--- src/rtl/mult_add_stage.sv ---
// Registered signed multiply-accumulate cell: p_out <= a_in * b_in + p_in.
// One tap of a transposed-form FIR; cells chain p_out -> p_in of the next cell.
module mult_add_stage #(
    parameter int AWIDTH     = 16,
    parameter int BWIDTH     = 16,
    parameter int PIN_WIDTH  = 32,
    parameter int POUT_WIDTH = 32
) (
    input  logic                  clk_i,
    input  logic                  rst_i,
    input  logic [AWIDTH-1:0]     a_in,
    input  logic [BWIDTH-1:0]     b_in,
    input  logic [PIN_WIDTH-1:0]  p_in,
    output logic [POUT_WIDTH-1:0] p_out
);

    localparam int PROD_W = AWIDTH + BWIDTH;

    logic [PROD_W-1:0]     a_ext_s;
    logic [PROD_W-1:0]     b_ext_s;
    logic [PROD_W-1:0]     product_s;
    logic [POUT_WIDTH-1:0] prod_fit_s;
    logic [POUT_WIDTH-1:0] pin_fit_s;
    logic [POUT_WIDTH-1:0] sum_s;
    logic [POUT_WIDTH-1:0] p_out_r;

    // Sign-extend both operands to the full product width; the low PROD_W
    // bits of that product equal the exact signed product.
    assign a_ext_s   = {{BWIDTH{a_in[AWIDTH-1]}}, a_in};
    assign b_ext_s   = {{AWIDTH{b_in[BWIDTH-1]}}, b_in};
    assign product_s = a_ext_s * b_ext_s;

    // The exact wide sum truncated to POUT_WIDTH equals the sum of the operands
    // each first fitted (sign-extended or truncated) to POUT_WIDTH, modulo 2^POUT_WIDTH.
    if (PROD_W >= POUT_WIDTH) begin : g_prod_trunc
        assign prod_fit_s = product_s[POUT_WIDTH-1:0];
    end else begin : g_prod_sext
        assign prod_fit_s = {{(POUT_WIDTH-PROD_W){product_s[PROD_W-1]}}, product_s};
    end

    if (PIN_WIDTH >= POUT_WIDTH) begin : g_pin_trunc
        assign pin_fit_s = p_in[POUT_WIDTH-1:0];
    end else begin : g_pin_sext
        assign pin_fit_s = {{(POUT_WIDTH-PIN_WIDTH){p_in[PIN_WIDTH-1]}}, p_in};
    end

    // Accumulate with two's-complement wrap; no saturation.
    always_comb begin
        sum_s = prod_fit_s + pin_fit_s;
    end

    // Output register: synchronous reset has priority over the new partial sum.
    always_ff @(posedge clk_i) begin
        if (rst_i) begin
            p_out_r <= {POUT_WIDTH{1'b0}};
        end else begin
            p_out_r <= sum_s;
        end
    end

    assign p_out = p_out_r;

endmodule

--- config.mk ---
export PLATFORM = sky130hd
export DESIGN_NAME = mult_add_stage
export DESIGN_NICKNAME = d
export VERILOG_FILES = /design/src/rtl/mult_add_stage.sv
export SDC_FILE = /design/constraint.sdc
export NUM_CORES = 1
export LEC_CHECK = 0
export CAP_MARGIN = 10
export CELL_PAD_IN_SITES_DETAIL_PLACEMENT = 0
export CELL_PAD_IN_SITES_GLOBAL_PLACEMENT = 2
export CORE_ASPECT_RATIO = 0.75
export CORE_MARGIN = 4
export CORE_UTILIZATION = 42
export CTS_CLUSTER_SIZE = 28
export DETAILED_ROUTE_END_ITERATION = 12
export GPL_ROUTABILITY_DRIVEN = 0
export PLACE_DENSITY = 0.87
export SETUP_SLACK_MARGIN = 0.4
export SYNTH_ARGS = -nofsm -noshare
export SYNTH_HDL_FRONTEND = slang
export SYNTH_SLANG_ARGS = --single-unit
--- constraint.sdc ---
create_clock -name clk_i -period 14.8 [get_ports clk_i]
set_clock_uncertainty 0.2 [all_clocks]
set_input_delay 2.96 -clock clk_i [delete_from_list [all_inputs] [get_ports clk_i]]
set_output_delay 2.96 -clock clk_i [all_outputs]
set_load 0.05 [all_outputs]
==> metrics.md, run 1 <==
| Metric | Value |
|---|---|
| Warning count from the yosys run | 0 |
| Synth Flop Type | dfxtp_1 |
| Detailed-route wire length per cell | approximately 17 um |
| Maximum level of the CTS H-tree | 2 |
| Overall die area | 0.03087 sq mm |
| Critical path cell sequence | clkdlybuf4s50_1 > nand2_1 > inv_1 > fa_1 > inv_1 > fa_1 > inv_1 > fa_1 > fa_1 > fa_1 > inv_1 > fa_1 > inv_1 > ha_1 > nand2_2 > or4_1 > or3_1 > o22ai_1 > or3_1 > a21oi_2 |
| Row count | between 50 and 60 |
| Total via count after detailed routing | ~8200 |
| Distinct cell type count of the synthesized netlist | 50 |
| Slew margin rel. | roughly two fifths |
| Total count of max-transition violations in the final report | 0 |
| Vias in the first global route | around 9000 |
| Run status | finished, final reports clean |
| Ranking of synthesized cells by area | fa_1 (50%), inv_1 (11%), ha_1 (10%) |
| Max Clk Rate | roughly 0.10 GHz |
| Worst path max stage delay | 720 ps |
| TritonCTS clock tree | yes |
| Sum of buffers and inverters on the critical path | 6 |
| Top cells by instance count after synthesis | inv_1 (339), fa_1 (292), nand2_1 (135) |
| Number of nets in the final layout | roughly 1800 |
| Final period demand of the worst path | ~9600 ps |
| Total routed wirelength | between 20000 and 30000 um |
| Num CTS Buffers | 5 |
| Width of the die | between 200 and 250 um |
| Sort of element at the start of the critical path | primary input |
| Drt initial violations | about 340 |
| Half-perimeter wire length after detailed placement | 24040 um |
| CP max stage cell | clkdlybuf4s50_1 |
| CTS sink count | 32 |
| Category of the critical setup timing path | primary input to register |
| Path category of the worst min-delay check | primary input to register |
| Global-route wire length before repair | 48300 um |
| Final setup viols | 0 |
| Most repeated cell in the gate-level netlist after synthesis | inv_1 |
| Post-synthesis cell count | 1271 |
| Unrepaired setup endpoints after global routing | false |
| Post-synth top area share | approximately 50% |
| CP Capture Type | register |
| Core ar. | 0.02733 sq mm |
| Total of max-cap violations | 0 |
| IO Count | a little under 100 |
| Fraction of layout cells with a size suffix above 1 | ~1.6% |
| Post-DP Area | 0.01305 sq mm |
| Async set or reset register ratio after synthesis | 0% |
| Count of flip-flops with a built-in enable after synthesis | 0 |
| Number of non-filler instances in the completed layout | around 1700 |
| Global Route Usage Sum | about a fifth |
| Largest register by flop count | p_out |
| CTS hold repair buffers | 0 |
| Peak fanout along the critical path | 16 |
| Final Cell Area | ~0.013 sq mm |
| WP data arrival | 9570 ps |
| PortBufs | 97 |
| DRC Markers | 0 |
| Antenna Violating Nets Remaining | 0 |
| Layout area overhead | 11.85% |
| Crit path max-delay family | adder cells |
| Total nets after synthesis | between 1500 and 2000 |
| Sequential cell area in the final layout | 640.6 sq um |
| Number of placed cells counting well taps | between 1500 and 2000 |
| Post-Syn Area | between 0.01 and 0.015 sq mm |
| Required time worst endpoint | around 15000 ps |
| Clock Pin Slew Worst Setup and Hold Paths | 50 ps |
| Fraction of the yosys area taken by sequential cells | under 10% |
| Clock root buffer | clkbuf_16 |
| Leading area contributor after synthesis | fa_1 |
| Cts repair resizes | 0 |
| Total congestion overflow after global routing | 0 |
| Sum Neg Setup Slack | 0 ps |
| Flip-flop count of the largest register after layout | 32 |
| Fill cell total of the finished layout | between 2000 and 3000 |
| Ant. Diodes | 0 |
| Register bit count reported by yosys | 32 |
| Vert. Die Dim | roughly 150 um |
| Final clock period utilization by the worst path | 64.98% |
| Mean Syn Cell Area | a little over 9 sq um |
| Most common cell on crit path | fa_1 |
| Biggest registers after layout | p_out (32) |
| Maximum clock path buffer count | 2 |
| Footprint of the multi-input gates | between 0.009 and 0.01 sq mm |
| Largest net degree at the start of global routing | 38 |
| Setup repair bufs after CTS | 0 |
| Effective utilization at floorplan | 43.18% |
| Transition time at the pin with the least slew margin | 879.1 ps |
| Routed via count divided by cell count | between 4 and 5 |
| Number of failing hold endpoints at the final stage | 0 |
| Initial antenna violation count | 0 |
| First drt pass iteration count | 4 |
cells by family after synthesis:
group	count (synthesis)	synth area share [%]
adder cells (fa/ha/maj)	390	59.93
XOR/XNOR	34	2.524
buffers and inverters	382	12.25
multiplexers	5	0.5089
AND/OR/NAND/NOR	341	14.31
flip-flops	32	5.429
AO/OA/AOI/OAI	87	5.047
cell usage in the layout, fill, tap and decap left out, types with 4 or more instances in the layout:
cell,count
a21o_1,11
a21oi_1,29
a31oi_1,5
and2_1,122
clkbuf_16,5
clkdlybuf4s50_1,97
dfxtp_1,32
fa_1,292
ha_1,98
inv_1,339
nand2_1,135
nand2b_1,5
nand3_1,8
nand4_1,4
nor2_1,42
nor2b_1,10
nor3_1,4
o21ai_0,14
o21ai_1,5
xnor2_1,23
xor2_1,11
worst min-delay path, stage by stage:
cell and delay, ps:
clkdlybuf4s50_1 470, ha_1 130, nor2b_1 110
final timing paths:
kind                  startpoint  cells past startpoint  slack [ps]         to
worst max-delay path    a_in[15]                     20        5180  p_out[31]
worst min-delay path     p_in[0]                      3        3230   p_out[0]
per-layer routing:
metal  share of wire [%]  wire (um)  up-vias  global-route usage, %
met4                0.69        195        0                  1.334
li1                    -          -     3820                      -
met3                 3.8       1073       13                  2.478
met5                   0          0        -                      0
met1                  45      12570     4218                  27.24
met2                  51      14230      163                  34.65
per-stage QoR:
stage	setup WS [ps]	hold WS [ps]	util, %
after floorplan	6017	2994	-
after global placement	4971	3523	47.77
after detailed placement	4879	3519	47.77
after CTS	5178	3236	48.30
after global routing	4770	3248	48.30
final	5182	3229	48.30
layout make-up:
type | instances | share of cell area (%)
Multi-Input combinational cell | 857 | 73.60
Timing Repair Buffer | 99 | 7.470
Sequential cell | 32 | 4.854
Inverter | 339 | 9.641
Tap cell | 351 | 3.327
Clock buffer | 8 | 1.109
Power of run 1 is not shown: default switching activity piles up to over one toggle a cycle in this logic, so the estimate is an artifact.
==> run 2: changes to the inputs <==
- CORE_UTILIZATION: 42 -> 35
- PLACE_DENSITY: 0.87 -> 0.77
- clock period: 14.8 -> 8.4 ns (I/O delays scaled with it)
==> run 2 against run 1 <==
Effect of this change:
- first-iteration DRC count down 2.4%
- count of clock-buffer cells in the layout down 2
- via count up 2.7%
- routed wire length up 6.2%
- global-route usage down 2.0 points
- hold slack worse by 1300 ps
- sequential cell count unchanged
- largest cell class unchanged
- final cell count up 9.2%
- utilization down 6.0 points
- critical path depth unchanged
- design area up 5.1%
- die area up 19%
==> metrics.md, run 2 (same netlist as run 1, synthesis figures left out) <==
| Metric | Value |
|---|---|
| Total congestion overflow after global routing | 0 (unchanged) |
| Total routed wirelength | 29810 um (+6.2%) |
| Footprint of the multi-input gates | 0.009734 sq mm (+0.21%) |
| Final core utilization | 42.28% (-6.0 points) |
| Effective utilization at floorplan | 35.97% (-7.2 points) |
| Number of nets in the final layout | 1855 (+3.6%) |
| Final period demand of the worst path | between 7000 and 8000 ps |
| Most common cell on crit path | fa_1 |
| Flip-flop count of the largest register after layout | 32 (unchanged) |
| Initial antenna violation count | 0 (unchanged) |
| Routed via count divided by cell count | 4.582 (-6.0%) |
| Overall die area | 0.03675 sq mm (+19%) |
| Final clock period utilization by the worst path | just over 90% |
| Worst path max stage delay | 780 ps (+60 ps) |
| Transition time at the pin with the least slew margin | 829.8 ps (-49.32 ps) |
| Sequential cell area in the final layout | 640.6 sq um (unchanged) |
| Core ar. | 0.03281 sq mm (+20%) |
| Most frequent standard cell in the layout excluding fill and tap cells | inv_1 |
| Unrepaired setup endpoints after global routing | true |
| Path category of the worst min-delay check | primary input to register |
| Num CTS Buffers | 5 (unchanged) |
| Final setup viols | 0 (unchanged) |
| Maximum clock path buffer count | 2 (unchanged) |
| CP Capture Type | register |
| Highest-count cells in the layout ignoring fill and taps | inv_1 (337), fa_1 (292), nand2_1 (135) |
| CP max stage cell | clkdlybuf4s50_1 |
| Total via count after detailed routing | 8435 (+2.7%) |
| PortBufs | 97 (unchanged) |
| Run status | finished, final reports clean |
| Hold slack final | 1957 ps (-1272 ps) |
| Layout area overhead | 17.56% |
| Vert. Die Dim | 167.0 um (+9.0%) |
| Detailed-route wire length per cell | 16.19 um (-2.7%) |
| Global-route wire length before repair | 51140 um (+5.9%) |
| Slew margin rel. | 44.52% (+3.3 points) |
| Number of placed cells counting well taps | 1834 (+9.3%) |
| Peak fanout along the critical path | 11 (-5) |
| Biggest registers after layout | p_out (32) |
| CTS sink count | 32 (unchanged) |
| Vias in the first global route | 9733 (+6.1%) |
| IO Count | 98 (unchanged) |
| WP data arrival | 7710 ps (-1860 ps) |
| Total of max-cap violations | 0 (unchanged) |
| Largest net degree at the start of global routing | 38 (unchanged) |
| Drt initial violations | 330 (-2.4%) |
| Fraction of layout cells with a size suffix above 1 | 6.648% (+5.1 points) |
| TritonCTS clock tree | yes |
| Critical path cell sequence | clkdlybuf4s50_1 > buf_4 > nand2_1 > fa_1 > inv_1 > fa_1 > fa_1 > fa_1 > fa_1 > inv_1 > fa_1 > inv_1 > ha_2 > and4_2 > and4_1 > nand4_1 > nand3_1 > nand2_1 > a31oi_2 > mux2_1 |
| Largest register by flop count | p_out |
| DRC Markers | 0 (unchanged) |
| Half-perimeter wire length after detailed placement | 26670 um (+11%) |
| Number of non-filler instances in the completed layout | 1841 (+9.2%) |
| Sort of element at the start of the critical path | primary input |
| Antenna Violating Nets Remaining | 0 (unchanged) |
| Number of failing hold endpoints at the final stage | 0 (unchanged) |
| Maximum level of the CTS H-tree | 2 (unchanged) |
| Width of the die | 220.0 um (+9.2%) |
| Required time worst endpoint | 8360 ps (-6400 ps) |
| Clock Pin Slew Worst Setup and Hold Paths | 50 ps (about the same) |
| First drt pass iteration count | 4 (unchanged) |
| Max Clk Rate | approximately 0.13 GHz |
| Clock root buffer | clkbuf_16 |
| Global Route Usage Sum | 17.58% (-2.0 points) |
| Row count | 57 (+9.6%) |
| Sum Neg Setup Slack | 0 ps (unchanged) |
| Total count of max-transition violations in the final report | 0 (unchanged) |
| Ant. Diodes | 0 (unchanged) |
| Category of the critical setup timing path | primary input to register |
| Fill cell total of the finished layout | 3332 (+25%) |
==> run 2: changes by cell type in the layout (fill, tap and decap cells not counted), moves of 3 or more <==
cell,previous run,this run
buf_4,2,65
clkdlybuf4s50_1,97,77
dlygate4sd2_1,0,3
dlymetal6s2s_1,0,17
==> run 2: metrics by stage <==
stage	cell area [sq um]	worst slack (ps)
6_report	13870	653.7
5_1_grt	13870	382.2
4_1_cts	13810	417.7
2_1_floorplan	11800	897.0
3_3_place_gp	13680	94.43
3_5_place_dp	13680	67.43
==> run 2: area by class of cell <==
class / instances / area share, %
timing repair buffer: 164 / 11.08
tap: 442 / 3.987
sequential: 32 / 4.618
inverter: 339 / 9.173
multi-input combinational: 857 / 70.17
clock inverter: 1 / 0.03608
clock buffer: 6 / 0.9290
==> run 2: what timing repair did <==
action                                  CTS  global route
hold buffers                              0             0
buffers inserted                          0             0
gates resized for setup                   3            24
endpoints found under the setup margin    1             7
==> run 2: path summary, 6_finish.rpt <==
check / to / startpoint / cells after the start
setup / recovery: p_out[28] / b_in[12] / 20
hold / removal: p_out[0] / p_in[0] / 3
==> run 2: critical path: cells and delay by family <==
kind	cells	cell delay, ps
AOI/OAI and AO/OA	1	210
adders and majority gates	7	3360
buffers and inverters	5	1150
muxes	1	330
and+or+nand+nor	6	980
==> run 2: per-layer routing <==
| metal | global-route usage, % | routed length, um |
|---|---|---|
| met5 | 0 | 0 |
| met4 | 1.337 | 168 |
| met3 | 2.678 | 1731 |
| met2 | 30.02 | 14420 |
| met1 | 24.78 | 13490 |
Power of run 2 is left out for the same reason.
